==> src/rtl/seg_scan_decoder.sv <==
// rtl/seg_scan_decoder.sv - reconstructs four hex digits from a scanned 7-segment bus
//
// Ports:
//   segclk      segment clock, all logic on its rising edge
//   clr         synchronous active-high reset, highest priority
//   seg[6:0]    segment LEDs, active-low, bit0 = a ... bit6 = g
//   an[3:0]     anode enables, active-low, bit3 = left ... bit0 = right
//   digits[15:0] committed digit values, [15:12] left ... [3:0] right
//   valid[3:0]  position has committed at least once since reset
//   blank[3:0]  committed code for the position was all segments off
//   frame_pulse one-cycle pulse per complete in-order left-to-right scan
//   bad_code    sticky, unrecognised segment pattern seen
//   seq_err     sticky, illegal anode pattern or out-of-order scan

module seg_scan_decoder #(
   parameter int STABLE_COUNT = 2
) (
   input  logic        segclk,
   input  logic        clr,
   input  logic [6:0]  seg,
   input  logic [3:0]  an,
   output logic [15:0] digits,
   output logic [3:0]  valid,
   output logic [3:0]  blank,
   output logic        frame_pulse,
   output logic        bad_code,
   output logic        seq_err
);

   localparam logic [2:0] STABLE = 3'(STABLE_COUNT);

   typedef enum logic [1:0] {
      LEFT     = 2'd0,
      MIDLEFT  = 2'd1,
      MIDRIGHT = 2'd2,
      RIGHT    = 2'd3
   } pos_t;

   // The bus is captured first, so every output lands one edge after the
   // edge that sampled it.
   logic [6:0] seg_q;
   logic [3:0] an_q;

   pos_t expect_q, expect_d;
   logic chain_q, chain_d;    // every visit since the last matched LEFT was in order
   logic pulse_d, seq_set;

   logic [4:0] cand_q [4];
   logic [2:0] cnt_q  [4];

   logic       code_ok;
   logic [4:0] code;          // {blank, value}
   logic       is_idle, is_visit;
   pos_t       vpos;
   logic [1:0] vidx;          // bit index of the visited position (left = 3)
   logic       upd, commit;
   logic [2:0] cnt_new;

   always_comb begin
      code_ok = 1'b1;
      code    = 5'h00;
      case (seg_q)
         7'b1000000: code = 5'h00;
         7'b1111001: code = 5'h01;
         7'b0100100: code = 5'h02;
         7'b0110000: code = 5'h03;
         7'b0011001: code = 5'h04;
         7'b0010010: code = 5'h05;
         7'b0000010: code = 5'h06;
         7'b1111000: code = 5'h07;
         7'b0000000: code = 5'h08;
         7'b0010000: code = 5'h09;
         7'b0001000: code = 5'h0a;
         7'b0000011: code = 5'h0b;
         7'b1000110: code = 5'h0c;
         7'b0100001: code = 5'h0d;
         7'b0000110: code = 5'h0e;
         7'b0001110: code = 5'h0f;
         7'b1111111: code = 5'h10;
         default:    code_ok = 1'b0;
      endcase
   end

   always_comb begin
      is_idle  = (an_q == 4'b1111);
      is_visit = 1'b1;
      vpos     = LEFT;
      case (an_q)
         4'b0111: vpos = LEFT;
         4'b1011: vpos = MIDLEFT;
         4'b1101: vpos = MIDRIGHT;
         4'b1110: vpos = RIGHT;
         default: is_visit = 1'b0;
      endcase
      vidx = ~vpos;
   end

   // Tracker next state. Illegal samples leave the expected position alone
   // but still break the in-order chain.
   always_comb begin
      expect_d = expect_q;
      chain_d  = chain_q;
      pulse_d  = 1'b0;
      seq_set  = 1'b0;
      if (is_idle) begin
         expect_d = LEFT;
         chain_d  = 1'b0;
      end else if (!is_visit) begin
         chain_d = 1'b0;
         seq_set = 1'b1;
      end else begin
         expect_d = pos_t'(vpos + 2'd1);
         if (vpos == expect_q) begin
            if (vpos == LEFT) chain_d = 1'b1;
            if (vpos == RIGHT) pulse_d = chain_q;
         end else begin
            chain_d = 1'b0;
            seq_set = 1'b1;
         end
      end
   end

   always_ff @(posedge segclk) begin
      if (clr) begin
         expect_q <= LEFT;
         chain_q  <= 1'b0;
      end else begin
         expect_q <= expect_d;
         chain_q  <= chain_d;
      end
   end

   // Debounce for the visited position; a bad code never touches it.
   always_comb begin
      upd = is_visit && code_ok;
      if (code == cand_q[vidx])
         cnt_new = (cnt_q[vidx] < STABLE) ? cnt_q[vidx] + 3'd1 : cnt_q[vidx];
      else
         cnt_new = 3'd1;
      commit = upd && (cnt_new == STABLE);
   end

   always_ff @(posedge segclk) begin
      if (clr) begin
         seg_q       <= 7'h7f;
         an_q        <= 4'hf;
         digits      <= 16'h0000;
         valid       <= 4'h0;
         blank       <= 4'h0;
         frame_pulse <= 1'b0;
         bad_code    <= 1'b0;
         seq_err     <= 1'b0;
         for (int i = 0; i < 4; i++) begin
            cand_q[i] <= 5'h00;
            cnt_q[i]  <= 3'd0;
         end
      end else begin
         seg_q       <= seg;
         an_q        <= an;
         frame_pulse <= pulse_d;
         if (is_visit && !code_ok) bad_code <= 1'b1;
         if (seq_set) seq_err <= 1'b1;
         if (upd) begin
            cand_q[vidx] <= code;
            cnt_q[vidx]  <= cnt_new;
         end
         if (commit) begin
            digits[{vidx, 2'b00} +: 4] <= code[3:0];
            blank[vidx]                <= code[4];
            valid[vidx]                <= 1'b1;
         end
      end
   end

endmodule

==> config.mk <==
export PLATFORM = sky130hd
export DESIGN_NAME = seg_scan_decoder
export DESIGN_NICKNAME = d
export VERILOG_FILES = /design/src/rtl/seg_scan_decoder.sv
export SDC_FILE = /design/constraint.sdc
export NUM_CORES = 1
export LEC_CHECK = 0
export BUFFER_PORTS_ARGS = -buffer_cell sky130_fd_sc_hd__buf_2
export CORE_ASPECT_RATIO = 1.4
export CORE_MARGIN = 2
export CORE_UTILIZATION = 25
export CTS_BUF_LIST = sky130_fd_sc_hd__clkbuf_8
export DETAILED_ROUTE_END_ITERATION = 6
export PLACE_DENSITY_LB_ADDON = 0.15
export SLEW_MARGIN = 20
export SYNTH_ARGS = -nofsm -noshare
export SYNTH_HDL_FRONTEND = slang
export SYNTH_SLANG_ARGS = --single-unit
==> constraint.sdc <==
create_clock -name segclk -period 2.75 [get_ports segclk]
set_input_delay 0.4125 -clock segclk [delete_from_list [all_inputs] [get_ports segclk]]
set_output_delay 0.4125 -clock segclk [all_outputs]
set_load 0.01 [all_outputs]
* Word-level counts from Yosys, hierarchy flattened *
Memory sizes are Yosys's and may differ from the RTL's.
Cells that the tools add are included.

word-level totals
  output and inout port bits = 27
  bits in writable memories = 32
  input port bits = 13
  memories = 2
  bits in registers = 41

cells by class
  shifts and indexed selects = 2
  equal/unequal tests = 25
  magnitude comparators = 3
  add/subtract/negate cells = 3
  reductions and logical operators = 14
  muxes and demuxes = 24
  bitwise logic cells = 5

memories
  memory  depth  bits a word  rd ports  clocked after memory_dff  wr ports  line  text
  cand_q  4      5            1         0                         4         48    logic [4:0] cand_q [4];
  cnt_q   4      3            1         0                         4         49    logic [2:0] cnt_q [4];

operators by type and width
  operator                                               number
  one-hot mux 5 bit (16 select lines)                    1
  equality test 7 bit (second input constant)            5
  equality test 7 x 5 -> 1 bit (second input constant)   3
  equality test 7 x 6 -> 1 bit (second input constant)   3
  OR reduction 17 bit                                    1
  bitwise mux 16 bit                                     1
  equality test 4 bit (second input constant)            4
  variable shift 4 x 6 -> 16 bit (first input constant)  1
  variable part select 4 x 6 -> 16 bit                   1
  equality test 7 x 2 -> 1 bit (second input constant)   2
  equality test 7 x 4 -> 1 bit (second input constant)   2
  2-to-1 mux 1 bit                                       13
  OR reduction 5 bit                                     2
  2-to-1 mux 3 bit                                       3
  OR reduction 4 bit                                     2
  equality test 7 x 3 -> 1 bit (second input constant)   1
  logical NOT 7 bit                                      1
  negator 4 -> 6 bit                                     1
  one-hot mux 2 bit (3 select lines)                     1
  equality test 5 bit                                    1
  2-to-1 mux 5 bit                                       1
  bitwise mux 4 bit                                      1
  equality test 4 x 3 -> 1 bit (second input constant)   1
  logical AND 1 bit                                      4
  other kinds (17)                                       20

* Logic depth before layout (Yosys ltp) *
Gate-level depths: netlist (run 1).

  word-level depth = 9
  mapped depth = 12
  depth with buffers taken out = 10

* Worst setup path before layout (run 1) *
Ideal clock, no wire load.

  path kind = reg-to-reg
  start point = register an_q[0]
  end point = register digits[0]
  data required time = 2.628 ns
  cell stages (with the launch flop) = 13
  arrival = 2.859 ns
  buffers on the path = 2
  path slack = -0.231 ns
  period minus slack after synthesis = 2.981 ns
  cell sequence = dfxtp_1 buf_4 xnor2_1 nor2_1 inv_1 buf_2 a32o_1 inv_1 ha_1 or4b_1 a211oi_4 nand4_2 mux2i_1

between the ends
  word-level cells in the longest chain between the ends = 9
  elaborated cells on any way between the ends = 22
  those cells by class = 2 x add/sub; 1 x order compare; 6 x eq/ne; 2 x shift; 5 x mux; 1 x bitwise; 3 x reduce/logical; 2 x memory

RTL lines
  what                                                                        line  text
  start: declaration                                                          42    logic [3:0] an_q;
  start signal: assignment                                                    159   an_q <= an;
  equality test 4 bit                                                         88    case (an_q)
  one-hot mux 2 bit (3 select lines) (*)                                      88
  NOT 2 bit (*)                                                               95    vidx = ~vpos;
  via vidx[0]                                                                 55    logic [1:0] vidx;
  memory read (4 x 3 bit)                                                     -
  adder 3 x 1 -> 3 bit / < comparator 3 x 2 -> 1 bit (equally long branches)  137   cnt_new = (cnt_q[vidx] < STABLE) ? cnt_q[vidx] + 3'd1 : cnt_q[vidx];
  2-to-1 mux 3 bit                                                            137
  2-to-1 mux 3 bit                                                            136   if (code == cand_q[vidx])
  equality test 3 x 2 -> 1 bit                                                140   commit = upd && (cnt_new == STABLE);
  logical AND 1 bit                                                           140
  end signal: indexed assignment                                              168   digits[{vidx, 2'b00} +: 4] <= code[3:0];
  end: declaration                                                            22    output logic [15:0] digits,

Mark *: on every way through the listed nets, which the timed path passes. The rest lies on a longest branch.
A chain may end at the register's enable or synchronous reset.

* Worst setup path in the final report (run 1) *
  start point = register an_q[1]
  end point = register blank[2]

between the ends
  word-level cells in the longest chain between the ends = 9
  elaborated cells on any way between the ends = 24
  those cells by class = 1 x add/sub; 3 x order compare; 6 x eq/ne; 7 x mux; 1 x bitwise; 4 x reduce/logical; 2 x memory

RTL lines
  what                                                                        line  text
  equality test 4 bit                                                         88
  one-hot mux 2 bit (3 select lines)                                          88
  NOT 2 bit                                                                   95
  memory read (4 x 3 bit)                                                     -
  adder 3 x 1 -> 3 bit / < comparator 3 x 2 -> 1 bit (equally long branches)  137
  2-to-1 mux 3 bit                                                            137
  2-to-1 mux 3 bit                                                            136
  equality test 3 x 2 -> 1 bit                                                140
  logical AND 1 bit                                                           140
  end signal: indexed assignment                                              169   blank[vidx] <= code[4];
  end: declaration                                                            24    output logic [3:0] blank,

Parallel ways exist; a longest one is shown, timed or not.

==> results of run 1 <==
[final cells by class]
class,count,area [sq um]
repair buffers,113,792
fillers,1555,9930
flip-flops and latches,73,1800
multi-input cells,289,2110
clock buffers,10,138
inverters,11,41.3
well taps,192,240
clock inverters,6,57.6
[registers in the layout (all words and copies together), names as in the netlist]
name,cells
chain_q,1
an_q,4
seg_q,7
seq_err,1
valid,4
blank,4
cnt_q,12
frame_pulse,1
expect_q,2
cand_q,20
digits,16
bad_code,1
[critical path: cells and delay by family (launching register included)]
| kind | cells | cell delay (ns) |
|---|---|---|
| XOR/XNOR | 1 | 0.20 |
| multiplexers | 1 | 0.17 |
| adder cells (fa/ha/maj) | 1 | 0.25 |
| buffers and inverters | 2 | 0.23 |
| AO/OA/AOI/OAI | 3 | 0.73 |
| AND/OR/NAND/NOR | 2 | 0.63 |
| flip-flops | 1 | 0.37 |
[power by group]
group | total, mW | internal, mW | switching, mW
clock network | 0.852 | 0.438 | 0.414
registers | 1.19 | 1.16 | 0.0313
logic | 0.486 | 0.219 | 0.267
[through the flow]
step	instance area, sq um	power, mW
5_1_grt	5180	2.64
3_3_place_gp	4820	1.66
6_report	5180	2.53
4_1_cts	5090	2.54
2_1_floorplan	3970	1.48
3_5_place_dp	4820	1.66
[synth_stat cells (6+ instances only)]
master     n  area share (%)
or2_2     12             1.9
mux2i_1   24             6.2
buf_2      7            0.90
a21oi_1   23             3.0
ha_1       8             2.6
clkbuf_1  14             1.4
inv_1      9            0.87
o21ai_0   15             1.9
a211oi_1   8             1.5
edfxtp_1  32              25
dfxtp_1   41              21
and3_1     7             1.1
nand3_1    8             1.0
nor4_1     7             1.1
nand4_1    6            0.97
nand2_1   48             4.6
nor2_1    36             3.5
[logic make-up after synthesis]
kind of cell,count (synthesis)
AOI/OAI and AO/OA,73
xor gates and xnor gates,9
adders and majority gates,9
buffers and inverters,37
DFF,73
muxes,24
and+or+nand+nor,174
[cell usage in the layout, fill, tap and decap left out, drive strengths merged, types with 4 or more instances in the layout]
master  Yosys  final
dfxtp      41     41
nand2      50     50
inv        10     10
nor3        5      5
clkbuf     14     10
edfxtp     32     32
nor2       36     36
nand4      10     10
ha          8      8
and3        7      7
clkinv      1      5
or3b        4      4
mux2i      24     24
nor4        8      8
or2        12     12
a211oi     10     10
xnor2       5      5
nand3       8      8
nand2b      5      5
and2        5      5
or3         4      4
o21ai      15     15
a21oi      23     23
buf        12    113
xor2        4      4
[worst paths after layout]
| path | end | slack [ns] | cells past startpoint |
|---|---|---|---|
| max | blank[2] | 0.04 | 10 |
| min | an_q[2] | 0.24 | 2 |
| max reg2reg | blank[2] | 0.04 | 10 |
| min reg2reg | valid[1] | 0.45 | 2 |
[timing repair]
action / in CTS / in global routing
setup endpoints to repair: 63 / 43
hold buffers: 0 / 0
pin swaps: 4 / 11
gates resized for setup: 16 / 26
setup buffers: 3 / 1
[routing by layer]
| layer | part of all wire, % | vias to the layer above | global-route usage (%) |
|---|---|---|---|
| li1 | - | 1642 | - |
| met1 | 41 | 1589 | 15.9 |
| met2 | 53 | 68 | 25.8 |
| met3 | 3.5 | 20 | 2.45 |
| met4 | 2.5 | 0 | 6.08 |
| met5 | 0 | - | 0 |
==> flow_summary.toml, run 1 <==
[finish]
post-route-util_pct = 34.3
areaGrowthSynthToFinish_pct = 33.6
drive_gt1_share_pct = 38.0
final_cells = 694
antennaDiodeCount = 0
final_nets = 518

[route]
post-route-drc-count = 0
antenna_left = 0
vias = 3319
wire_per_inst_um = 16.2
firstDrtPassIters = 4
drt_iter0_drc = 125
routed_wl_mm = 11.2
via_per_inst = 4.78

[timing]
period_needed_ns = 2.71
post-route-period-util_pct = 98.4
finalSetupTns_ns = 0
rsz0062_at_grt = "yes"
setup_slack_ns = 0.0446
hold_viol = 0
whs_ns = 0.236
slew_headroom_pct = 58.6
worstMarginPinSlew_ns = 0.612
fmax_mhz = 370
clock_skew_ns = 0.0111
setup_viol = 0
maxSlewViolCount = 0

[cts]
root_buffer = "clkbuf_8"
cts_buffers = 9
clock_latency_ns = 0.35
htreeDepth = 3
cts_tree = "done"
clkTransAtPathRegs_ns = 0.08
clock_path_buffers = 2
clock_sink_count = 73

[logic_synthesis]
synthArstFlopShare_pct = 0
syn_area_sq_um = 3880
ys_types = 66
synth_edf_count = 32
seq_area_frac_synth_pct = 45.9
synth_nets = 420
synth_simple_gate_area_share_pct = 25.3
postSynthCellCount = 399
synth_warnings = 0
synth_top_family_by_area = "simple AND/OR/NAND/NOR gates"
yosys-mux-area-fraction_pct = 6.19
ys_ff_latch = 73
synth_xor_area_share_pct = 2.22
synth_compound_area_share_pct = 13.2
yosys_most_used_dff = "dfxtp_1"
synthAdderAreaFrac_pct = 2.84
syn_area_per_cell_sq_um = 9.73

[floorplan]
die_x_um = 109
initial_core_util_pct = 25.7
core-area_sq_um = 15100
dieArea_sq_um = 16600
rows = 53
die_height_um = 151
pin_count = 40

[global_routing]
antenna_found_initial = 0
gr-usage-all-layers_pct = 14.1
grt_pass1_wl_mm = 17.5
grt_pass1_vias = 3331
grt-ovfl-total = 0
grt_max_degree = 28

[placed_design]
hpwl_mm = 8.59
pre_cts_slack_ns = -0.168
placedCellCount = 674
gp_congestion = 0.833
io_buffers = 39

[power_and_ir_drop]
vdd_drop_max_v = 0.000172
power.density_nw_per_um2 = 488
leakagePower_nw = 2.15

[critical_path]
critPathKind = "reg -> reg"
crit_chain = "xor2_4, a311oi_2, a32o_2, inv_2, ha_4, or4b_4, a211oi_4, buf_12, nand4_1, mux2i_1"
crit_slowest_cell = "or4b_4"
crit_arrival_ns = 2.94
max_stage_delay_ns = 0.46
r2r_start = "an_q[1]"
cp-end-kind = "flop"
start_kind = "flop"
worst-path-max-fanout = 8
required_ns = 2.98
worstSetupStartpoint = "an_q[1]"

[run]
cap_violations = 0

[run_status]
outcome = "completed"

[worst_hold_path]
hold_start = "an[2]"
hold_path.class = "in -> reg"
No activity file was read; power rests on OpenSTA's default activity.
==> inputs of run 2 (changes only) <==
--- a/config.mk
+++ b/config.mk
@@ -7,9 +7,10 @@
 export LEC_CHECK = 0
 export BUFFER_PORTS_ARGS = -buffer_cell sky130_fd_sc_hd__buf_2
 export CORE_ASPECT_RATIO = 1.4
-export CORE_MARGIN = 2
+export CORE_MARGIN = 3
 export CORE_UTILIZATION = 25
 export CTS_BUF_LIST = sky130_fd_sc_hd__clkbuf_8
+export CTS_CLUSTER_DIAMETER = 200
 export DETAILED_ROUTE_END_ITERATION = 6
 export PLACE_DENSITY_LB_ADDON = 0.15
 export SLEW_MARGIN = 20
==> flow_summary.toml, run 2 (synthesis gave the netlist of run 1 again) <==
[route]
via_per_inst = 4.70
post-route-drc-count = 0
drt_iter0_drc = 165
antenna_left = 0
vias = 3250
firstDrtPassIters = 4
routed_wl_mm = 11.0
wire_per_inst_um = 16.0

[floorplan]
die_height_um = 153
pin_count = 40
core-area_sq_um = 15100
initial_core_util_pct = 25.7
rows = 53
die_x_um = 111
dieArea_sq_um = 17100

[finish]
final_common_cell = "buf_4"
drive_gt1_share_pct = 38.9
fillers = 1547
areaGrowthSynthToFinish_pct = 35.5
fin_area_sq_um = 5260
final_nets = 515
largest_register = "cand_q"
antennaDiodeCount = 0
reg_top3 = "cand_q (20), digits (16), cnt_q (12)"
post-route-util_pct = 34.8
most-common-layout-cells = "64 x buf_4, 47 x nand2_1, 39 x buf_2, 36 x nor2_1, 32 x edfxtp_1"
regArea_sq_um = 1810
multi_input_area_sq_um = 2130
largest_register_ffs = 20

[global_routing]
antenna_found_initial = 0
gr-usage-all-layers_pct = 13.1
grt_max_degree = 28
grt-ovfl-total = 0
grt_pass1_wl_mm = 17.7
grt_pass1_vias = 3360

[worst_hold_path]
min_path_cells = 2
hold_path.class = "in -> reg"
hold_start = "seg[4]"

[critical_path]
r2r_start = "an_q[2]"
crit_chain = "and2_2, a311oi_2, a32o_2, inv_2, ha_4, or4b_4, a211oi_4, buf_12, nand4_1, mux2i_1"
crit_family = "simple AND/OR/NAND/NOR gates"
r2r_cells = 10
worstSetupStartpoint = "an_q[2]"
crit_buf_inv = 2
worst-path-max-fanout = 8
cp.depth = 10
required_ns = 2.99
crit_slowest_cell = "or4b_4"
cp-end-kind = "flop"
start_kind = "flop"
max_stage_delay_ns = 0.47
critPathKind = "reg -> reg"
crit_arrival_ns = 2.98

[timing]
setup_viol = 0
worstMarginPinSlew_ns = 0.657
period_needed_ns = 2.73
clock_skew_ns = 0.0152
rsz0062_at_grt = "yes"
maxSlewViolCount = 0
hold_viol = 0
fmax_mhz = 366
post-route-period-util_pct = 99.4
slew_headroom_pct = 56.0

[power_and_ir_drop]
vdd_drop_max_v = 0.000247
power.internal_mw = 1.99
power.density_nw_per_um2 = 516
p_sw_share_pct = 26.7
pwr-share-seq_pct = 43.9
leakagePower_nw = 2.16
clkPwrFrac_pct = 37.8
p_sw_mw = 0.725
p_comb_share_pct = 18.2

[placed_design]
gp_congestion = 0.833
io_buffers = 39
dpl-instance-area_sq_um = 4800
hpwl_mm = 8.60

[cts]
clkTransAtPathRegs_ns = 0.08
htreeDepth = 3
clock_latency_ns = 0.35
clock_sink_count = 73
cts_tree = "done"
root_buffer = "clkbuf_8"
cts_buffers = 9
clock_path_buffers = 2
hold_buffers = 0

[run_status]
outcome = "completed"

[run]
cap_violations = 0
-- run 2: changes by cell type in the layout (fill, tap and decap cells not counted), moves of 2 or more --
| cell | before | now |
|---|---|---|
| buf_12 | 3 | 5 |
| buf_4 | 70 | 64 |
| bufinv_16 | 1 | 3 |
| clkinv_2 | 4 | 2 |
| o21ai_1 | 5 | 3 |
| o21ai_2 | 0 | 2 |
-- run 2: what timing repair did --
| item | in CTS | in global routing |
|---|---|---|
| resized for setup | 24 | 23 |
| buffers inserted | 1 | 5 |
| endpoints found under the setup margin | 60 | 72 |
| pin swaps | 4 | 12 |
| gates cloned | 0 | 0 |
-- run 2: metal layers --
metal | routed length (um) | track usage [%] | vias up
met4 | 342 | 6.20 | 0
met5 | 0 | 0 | -
li1 | - | - | 1637
met3 | 395 | 2.77 | 25
met2 | 5830 | 24.1 | 71
met1 | 4480 | 14.3 | 1517
-- run 2: final timing paths --
check,end,slack (ns)
setup / recovery,blank[1],0.02
hold / removal,seg_q[4],0.24
setup reg to reg,blank[1],0.02
hold reg to reg,valid[3],0.45
-- run 2: power groups by stage --
stage          Clock, mW  Combinational [mW]  Sequential [mW]
3_3_place_gp           0               0.452             1.21
2_1_floorplan          0               0.279             1.20
3_5_place_dp           0               0.455             1.21
6_report            1.03               0.496             1.19
5_1_grt             1.10               0.537             1.20
4_1_cts             1.07               0.470             1.19
-- run 2: area by class of cell --
type,count,share of cell area (%)
clock buffers,9,2.36
clock inverters,7,2.21
flip-flops and latches,73,34.4
multi-input cells,289,40.5
well taps,192,4.57
repair buffers,110,15.2
inverters,11,0.785
-- run 2: metrics by stage --
stage / cells / setup slack [ns] / hold WS, ns / setup TNS, ns / power [mW]
floorplan: 399 / -0.0846 / 0.432 / -2.16 / 1.48
global placement: 669 / -0.194 / 0.432 / -2.50 / 1.67
detailed placement: 669 / -0.163 / 0.440 / -3.68 / 1.67
CTS: 686 / 0.000321 / 0.210 / 0 / 2.73
global route: 691 / -0.103 / 0.213 / -1.13 / 2.84
finish: 691 / 0.0168 / 0.236 / 0 / 2.72
-- run 2: worst register-to-register path, stage by stage (launching register included) --
cell	delay, ns
dfxtp_4	0.39
and2_2	0.24
a311oi_2	0.22
a32o_2	0.19
inv_2	0.06
ha_4	0.26
or4b_4	0.47
a211oi_4	0.28
buf_12	0.17
nand4_1	0.18
mux2i_1	0.17
==> inputs of run 3 (changes only) <==
--- a/config.mk
+++ b/config.mk
@@ -9,11 +9,10 @@
 export CORE_ASPECT_RATIO = 1.4
 export CORE_MARGIN = 3
 export CORE_UTILIZATION = 25
-export CTS_BUF_LIST = sky130_fd_sc_hd__clkbuf_8
+export CTS_BUF_LIST = sky130_fd_sc_hd__clkbuf_2 sky130_fd_sc_hd__clkbuf_4 sky130_fd_sc_hd__clkbuf_8
 export CTS_CLUSTER_DIAMETER = 200
 export DETAILED_ROUTE_END_ITERATION = 6
 export PLACE_DENSITY_LB_ADDON = 0.15
-export SLEW_MARGIN = 20
 export SYNTH_ARGS = -nofsm -noshare
 export SYNTH_HDL_FRONTEND = slang
 export SYNTH_SLANG_ARGS = --single-unit
==> constraint.sdc (replaced) <==
create_clock -name segclk -period 2.2 [get_ports segclk]
set_input_delay 0.33 -clock segclk [delete_from_list [all_inputs] [get_ports segclk]]
set_output_delay 0.33 -clock segclk [all_outputs]
set_load 0.01 [all_outputs]
==> flow_summary.toml, run 3 (synthesis gave the netlist of run 1 again) <==
[placed_design]
dpl-instance-area_sq_um = 5120
hpwl_mm = 8.99
placedCellCount = 699
gp_congestion = 0.791
io_buffers = 39

[finish]
drive_gt1_share_pct = 51.7
reg_top3 = "cand_q (20), digits (16), cnt_q (12)"
largest_register = "cand_q"
most-common-layout-cells = "88 x buf_4, 43 x nand2_1, 39 x buf_2, 32 x edfxtp_1, 30 x dfxtp_1"
final_cells = 737
fillers = 1485
areaGrowthSynthToFinish_pct = 55.0
antennaDiodeCount = 0
regArea_sq_um = 1810
final_common_cell = "buf_4"
final_nets = 561
fin_area_sq_um = 6020
multi_input_area_sq_um = 2460
largest_register_ffs = 20

[critical_path]
start_kind = "flop"
endpoint = "digits[14]"
crit_chain = "xor2_4, buf_6, nand3_2, a32o_2, inv_2, ha_4, or4b_4, a211oi_4, buf_12, nand4_4, mux2i_1"
critPathKind = "reg -> reg"
crit_arrival_ns = 2.95
worstSetupStartpoint = "an_q[0]"
crit_slowest_cell = "or4b_4"
worstReg2RegEnd = "digits[14]"
r2r_cells = 11
worst-path-max-fanout = 8
max_stage_delay_ns = 0.47
r2r_start = "an_q[0]"
cp-end-kind = "flop"
r2r_slack_ns = -0.51
required_ns = 2.44

[route]
drt_iter0_drc = 199
vias = 3551
post-route-drc-count = 0
via_per_inst = 4.82
wire_per_inst_um = 16.5
firstDrtPassIters = 4
routed_wl_mm = 12.2
antenna_left = 0

[run_status]
outcome = "complete, but fails checks"
failed_checks = "setup timing"

[global_routing]
gr-usage-all-layers_pct = 14.7
grt-ovfl-total = 0
grt_max_degree = 20
antenna_found_initial = 0
grt_pass1_wl_mm = 19.9
grt_pass1_vias = 3779

[cts]
root_buffer = "clkbuf_8"
clock_latency_ns = 0.36
htreeDepth = 3
clkTransAtPathRegs_ns = 0.08
clock_sink_count = 73
cts_buffers = 9
clock_path_buffers = 2
cts_tree = "done"

[timing]
rsz0062_at_grt = "yes"
slew_headroom_pct = 68.5
whs_ns = 0.152
setup_slack_ns = -0.511
hold_viol = 0
clock_skew_ns = 0.0161
setup_viol = 75
post-route-period-util_pct = 123
maxSlewViolCount = 0
fmax_mhz = 369
period_needed_ns = 2.71
worstMarginPinSlew_ns = 0.467

[power_and_ir_drop]
vdd_drop_max_v = 0.000262
leakagePower_nw = 2.47
power.density_nw_per_um2 = 585

[floorplan]
core-area_sq_um = 15100
rows = 53
pin_count = 40
initial_core_util_pct = 25.7
die_height_um = 153
die_x_um = 111
dieArea_sq_um = 17100

[worst_hold_path]
hold_path.class = "in -> reg"

[run]
cap_violations = 0
==> run 3: worst min path at each step <==
stage              from       end  depth (start not counted)
2_1_floorplan   chain_q   chain_q                          1
3_3_place_gp   valid[0]  valid[0]                          2
3_5_place_dp   valid[0]  valid[0]                          2
4_1_cts           an[1]   an_q[1]                          2
5_1_grt           an[1]   an_q[1]                          2
6_report          an[3]   an_q[3]                          2
==> run 3: metal layers <==
metal | share of wire, % | track usage [%] | wire length, um | up-vias
li1 | - | - | - | 1733
met1 | 39 | 16.0 | 4770 | 1748
met2 | 56 | 27.9 | 6800 | 45
met3 | 2.1 | 2.22 | 253 | 25
met4 | 3.1 | 6.20 | 372 | 0
met5 | 0 | 0 | 0 | -
==> run 3: stage by stage <==
stage	TNS (ns)	total power, mW	util (%)	setup slack [ns]
2_1_floorplan	-22.82	1.87	-	-0.635
3_3_place_gp	-39.95	2.17	33.9	-0.607
3_5_place_dp	-41.76	2.17	33.9	-0.693
4_1_cts	-22.50	3.54	38.5	-0.526
5_1_grt	-27.64	3.69	39.8	-0.594
6_report	-20.77	3.52	39.8	-0.511
==> run 3: area by class of cell <==
class / instances / area share (%)
clock buffer: 12 / 2.75
clock inverter: 4 / 1.21
sequential: 73 / 30.1
inverter: 11 / 0.686
multi-input combinational: 289 / 40.8
timing repair buffer: 156 / 20.4
tap: 192 / 3.99
==> run 3: repair_timing <==
| item | 4_1_cts | 5_1_grt |
|---|---|---|
| endpoints found under the setup margin | 89 | 86 |
| pin swaps | 26 | 16 |
| gates resized for setup | 75 | 42 |
| setup buffers | 19 | 9 |
| hold buffers | 0 | 0 |
==> run 3: worst max-delay path, delay by kind of cell, from the launching register on <==
kind,cells,cell delay (ns)
AND/OR/NAND/NOR,3,0.67
AO/OA/AOI/OAI,2,0.57
flip-flops,1,0.42
buffers and inverters,3,0.40
XOR/XNOR,1,0.23
multiplexers,1,0.16
adder cells (fa/ha/maj),1,0.13
==> run 3: power breakdown <==
group | internal, mW | total (mW) | switching (mW)
Combinational | 0.370 | 0.777 | 0.407
Clock | 0.733 | 1.26 | 0.523
Sequential | 1.45 | 1.49 | 0.0402
Total | 2.55 | 3.52 | 0.970
